===== config.mk =====
export PLATFORM = sky130hd
export DESIGN_NAME = rs_codec_scheduler
export DESIGN_NICKNAME = d
export VERILOG_FILES = /design/src/rtl/rs_codec_pkg.sv /design/src/rtl/rr_arbiter2.sv /design/src/rtl/rs_codec_scheduler.sv
export SDC_FILE = /design/constraint.sdc
export NUM_CORES = 1
export LEC_CHECK = 0
export CAP_MARGIN = 20
export CORE_MARGIN = 1
export CORE_UTILIZATION = 35
export CTS_CLUSTER_DIAMETER = 150
export CTS_CLUSTER_SIZE = 14
export DETAILED_ROUTE_END_ITERATION = 10
export MAX_ROUTING_LAYER = met4
export PLACE_DENSITY = 0.71
export SKIP_CTS_REPAIR_TIMING = 1
export SLEW_MARGIN = 20
export SYNTH_ARGS = -nofsm -noshare
export SYNTH_HDL_FRONTEND = slang
export SYNTH_SLANG_ARGS = --single-unit

===== constraint.sdc =====
create_clock -name clk -period 5.4 [get_ports clk]
set_input_delay 0.81 -clock clk [delete_from_list [all_inputs] [get_ports clk]]
set_output_delay 0.81 -clock clk [all_outputs]
set_load 0.02 [all_outputs]

===== src/rtl/rs_codec_pkg.sv =====
// Shared types and sizes for the RS(15,9) codec scheduler.
// Symbol geometry, FSM state and grant encodings, result widening helper.
package rs_codec_pkg;

  localparam int RS_N  = 15;
  localparam int RS_K  = 9;
  localparam int SYM_W = 4;
  localparam int MSG_W = RS_K * SYM_W;
  localparam int CW_W  = RS_N * SYM_W;

  typedef enum logic [1:0] {
    ST_IDLE,
    ST_ISSUE,
    ST_WAIT,
    ST_HOLD
  } state_t;

  typedef enum logic {
    GNT_ENC = 1'b0,
    GNT_DEC = 1'b1
  } gnt_t;

  function automatic logic [CW_W-1:0] msg_to_cw(
    input logic [MSG_W-1:0] m
  );
    return {{(CW_W-MSG_W){1'b0}}, m};
  endfunction

endpackage


===== src/rtl/rr_arbiter2.sv =====
// Two-way round-robin arbiter: req[0]=encode, req[1]=decode.
// Ports: req (eligible requesters), last_grant (previous winner), gnt (one-hot).
module rr_arbiter2
  import rs_codec_pkg::*;
(
  input  logic [1:0] req,
  input  gnt_t       last_grant,
  output logic [1:0] gnt
);

  // On a tie the side that did not win last time goes first.
  always_comb begin
    gnt = 2'b00;
    if (req == 2'b11) begin
      gnt = (last_grant == GNT_DEC) ? 2'b01 : 2'b10;
    end else begin
      gnt = req;
    end
  end

endmodule


===== src/rtl/rs_codec_scheduler.sv =====
// Shares one RS(15,9) encoder and one decoder between two requesters.
// Ports: enc/dec request handshakes, engine operand/start/busy/result
// buses, and a single valid/ready result port (res_*).
module rs_codec_scheduler
  import rs_codec_pkg::*;
#(
  parameter int MIN_WAIT = 2,
  parameter int TIMEOUT  = 255
) (
  input  logic             clk,
  input  logic             rst_n,
  input  logic             enc_req_valid,
  output logic             enc_req_ready,
  input  logic [MSG_W-1:0] enc_req_msg,
  input  logic             dec_req_valid,
  output logic             dec_req_ready,
  input  logic [CW_W-1:0]  dec_req_word,
  output logic [MSG_W-1:0] enc_msg,
  output logic             enc_start,
  input  logic             enc_busy,
  input  logic [CW_W-1:0]  enc_codeword,
  output logic [CW_W-1:0]  dec_word,
  output logic             dec_start,
  input  logic             dec_busy,
  input  logic [MSG_W-1:0] dec_message,
  output logic             res_valid,
  input  logic             res_ready,
  output logic             res_is_dec,
  output logic             res_err,
  output logic [CW_W-1:0]  res_data
);

  state_t     state;
  gnt_t       last_grant;
  gnt_t       cur;
  logic [7:0] cnt;
  logic [1:0] req;
  logic [1:0] gnt;
  logic       idle;
  logic       busy_sel;
  logic       min_ok;

  // A requester whose engine is still busy is not eligible.
  assign req = {dec_req_valid & ~dec_busy,
                enc_req_valid & ~enc_busy};

  rr_arbiter2 u_arb (
    .req        (req),
    .last_grant (last_grant),
    .gnt        (gnt)
  );

  // Readies are forced low while reset is asserted.
  assign idle = rst_n & (state == ST_IDLE);
  assign enc_req_ready = idle & gnt[0];
  assign dec_req_ready = idle & gnt[1];

  assign busy_sel = (cur == GNT_DEC) ? dec_busy : enc_busy;
  // Busy is not trusted until the engine has had time to raise it.
  assign min_ok = (cnt >= 8'(MIN_WAIT - 1));

  always_ff @(posedge clk or negedge rst_n) begin
    if (!rst_n) begin
      state      <= ST_IDLE;
      last_grant <= GNT_DEC;
      cur        <= GNT_ENC;
      cnt        <= '0;
      enc_msg    <= '0;
      dec_word   <= '0;
      enc_start  <= 1'b0;
      dec_start  <= 1'b0;
      res_valid  <= 1'b0;
      res_is_dec <= 1'b0;
      res_err    <= 1'b0;
      res_data   <= '0;
    end else begin
      case (state)
        ST_IDLE: begin
          unique case (1'b1)
            gnt[0]: begin
              enc_msg    <= enc_req_msg;
              cur        <= GNT_ENC;
              last_grant <= GNT_ENC;
              state      <= ST_ISSUE;
            end
            gnt[1]: begin
              dec_word   <= dec_req_word;
              cur        <= GNT_DEC;
              last_grant <= GNT_DEC;
              state      <= ST_ISSUE;
            end
            default: ;
          endcase
        end
        ST_ISSUE: begin
          if (cur == GNT_DEC) begin
            dec_start <= ~dec_start;
          end else begin
            enc_start <= ~enc_start;
          end
          cnt   <= '0;
          state <= ST_WAIT;
        end
        ST_WAIT: begin
          cnt <= cnt + 8'd1;
          if (min_ok && !busy_sel) begin
            res_data   <= (cur == GNT_DEC) ?
                          msg_to_cw(dec_message) :
                          enc_codeword;
            res_is_dec <= (cur == GNT_DEC);
            res_err    <= 1'b0;
            res_valid  <= 1'b1;
            state      <= ST_HOLD;
          end else if (cnt == 8'(TIMEOUT)) begin
            res_data   <= '0;
            res_is_dec <= (cur == GNT_DEC);
            res_err    <= 1'b1;
            res_valid  <= 1'b1;
            state      <= ST_HOLD;
          end
        end
        ST_HOLD: begin
          if (res_ready) begin
            res_valid <= 1'b0;
            state     <= ST_IDLE;
          end
        end
        default: state <= ST_IDLE;
      endcase
    end
  end

endmodule


==> impl_results.md <==
- Status: finished clean
- GPL Wtd Cong: 0.8086
- Worst Tran Pin Value: approximately 1.0 ns
- FF+latch area: approximately 4300 um^2
- Asr flop ratio synth: 100.0%
- Fmax achieved: approximately 300 MHz
- Leakage Power: 0.004812 uW
- Post-Syn Instances: 535
- Clock-pin slew on the worst setup and hold paths: 0.07 ns
- Dpl cell area: 11030 um^2
- Final worst setup slack: 2.045 ns
- Fin util: 57.43%
- Clk_skew: 0.008699 ns
- Number of iterations in the first detailed-routing pass: 4
- DRC: 0
- Fin crit period: 3.355 ns
- Area of the core: 20230 um^2
- Max-Cap Viols: 0
- Root Buffer: clkbuf_16
- Most used DFF post-synth: dfrtp_1
- Total grt overflow: 0
- DR vias/cell: between 4 and 5
- FF-to-FF Start: cnt[1]
- Clock Latency Late Sink: 0.42 ns
- Crit path from: enc_req_valid
- Ranking of synthesized cells by area: dfrtp_1 (60%), mux2_2 (15%), mux2i_1 (5.1%)
- Fin area: approximately 12000 um^2
- Wire length per cell: 17.08 um
- Req. time, crit path: approximately 4.6 ns
- Die height: between 100 and 150 um
- DP HPWL: 14410 um
- Area of the multi-input gates: 2676 um^2
- Largest net degree at the start of global routing: 70
- Die footprint: approximately 21000 um^2
- Initial antenna violation count: 0
- Relative slew slack: 31.40%
- Post-synth EDFFs: 0
- Crit path kind: input pin to primary output
- R2r worst-path depth: 7
- Max-slew violations: 0
- Floorplan row count: 52
- ANT cells: 0
- Routed Antenna Nets: 0
- I/O pins: between 300 and 400
- Synth area leader: dfrtp_1
- RSZ-0062 raised after global routing: no
- Worst slack at placement: 2.007 ns
- Critical Path AT: ~2.5 ns
- H-tree levels: 4
- First-pass GRT wire length: roughly 32000 um
- Dpl cells: about 1100
- Syn_area_per_cell: 13.49 um^2
- Starting DRC count in detailed routing: 194
- Fin nets: 1092
- Sequential-to-total area share from yosys stat: 60.01%
- Setup TNS: 0 ns
- Synth warn: 0
- Port Buf Inserts: approximately 360
- Setup Viol. Count Final: 0
- Commonest non-fill, non-tap cell in the layout: clkdlybuf4s50_1
- Hold Fails Final Rpt: 0
- Worst reg2reg setup slack: between 2 and 3 ns
- Total CTS buffers: 17
- Worst Path Max Fanout: 4
- VDD IR max: roughly 0.31 mV
- Pwr Density: 591.5 nW/um^2
- Yosys top cell area share: between 50% and 60%
- Ratio of cells with drive above 1 in the final layout: between 10% and 20%
- FILL cells: 1713
- Die X: between 100 and 150 um
- Tcrit/Tclk final: 62.12%
- Vias in the first global route: 5728
- TritonCTS clock tree: done
- Post-Syn Area: 7216 um^2
- Most frequent cells in the layout: clkdlybuf4s50_1 (360), dfrtp_1 (171), mux2_2 (97), mux2i_1 (37)
- Worst Setup EP: enc_req_ready
- Starting Density: 35.66%
- WL final: around 20000 um
- Yosys cell types: 44
- Min-delay worst type: input pin to asynchronous set/reset pin
- Synthesis-to-layout area growth: 61.04%
- FF+latch count, synth: 173
- Reg2reg end: res_data[24]
- Post-route insts no fill: 1169
- CP startpoint kind: input pin
- CP Capture Type: primary output
- Clk buf depth: 2
- Vias after detailed routing: 5584
- Synth Net Count: 741
- GRT Util Overall: 19.72%
- Sink Count: 173
==> flip-flops by register name, indices dropped and copies added (netlist names) <==
name,flops
cnt,8
cur,1
dec_start,1
dec_word,60
enc_msg,36
enc_start,1
last_grant,1
res_data,60
res_err,1
res_is_dec,1
res_valid,1
state,2
==> Yosys cell counts, types with 4 or more instances <==
cell type  instances
o2bb2ai_1         36
ha_1               7
nor2_1             7
buf_4              7
mux2i_1           37
nand2_1           36
inv_1              9
dfrtp_1          172
clkbuf_1           4
or3_1              4
nand3_1           28
mux2_2            97
o21ai_0            7
o21ai_1           24
buf_2             18
==> critical path: stages <==
cell and delay (ns):
clkdlybuf4s50_1 0.47, nor2b_1 0.19, nand2_1 0.16, nor3_1 0.20
clkdlybuf4s50_1 0.72
==> routing by layer <==
layer,share of wire [%],track usage [%],vias up
met5,0,-,-
met4,1.4,5.684,0
met3,8.2,6.552,15
met2,48,30.48,236
met1,43,24.63,2715
li1,-,-,2618
==> area by class of cell <==
cell class | count | area share, %
clock inverters | 14 | 1.303
clock buffers | 18 | 3.693
repair buffers | 367 | 31.50
multi-input cells | 318 | 23.03
well taps | 270 | 2.907
inverters | 9 | 0.2907
flip-flops and latches | 173 | 37.28
==> worst min path at each step <==
stage	to	depth (start not counted)
after CTS	res_data[45]	1
after global routing	res_data[38]	1
after detailed placement	res_data[9]	1
after floorplan	last_grant	2
after global placement	dec_start	1
final	res_data[38]	1
==> logic make-up after synthesis <==
logic type               synth area share, %
AND/OR/NAND/NOR                        6.312
buffers and inverters                  3.208
adder cells (fa/ha/maj)                1.214
XOR/XNOR                              0.3642
multiplexers                           20.69
AO/OA/AOI/OAI                          8.202
flip-flops                             60.01
==> stage by stage <==
stage | total power (uW) | hold slack [ns]
after global placement | 5663 | 0.4690
after global routing | 7248 | 0.3465
after floorplan | 4038 | 0.4708
after CTS | 6958 | 0.3414
after detailed placement | 5706 | 0.4731
final | 6873 | 0.3398
==> power breakdown <==
part | internal, uW | switching, uW | total, uW
clock | 655 | 556 | 1210
combinational | 1760 | 1660 | 3410
sequential | 1920 | 332 | 2250
total | 4330 | 2550 | 6870
Power figures use the tool's default switching activity.
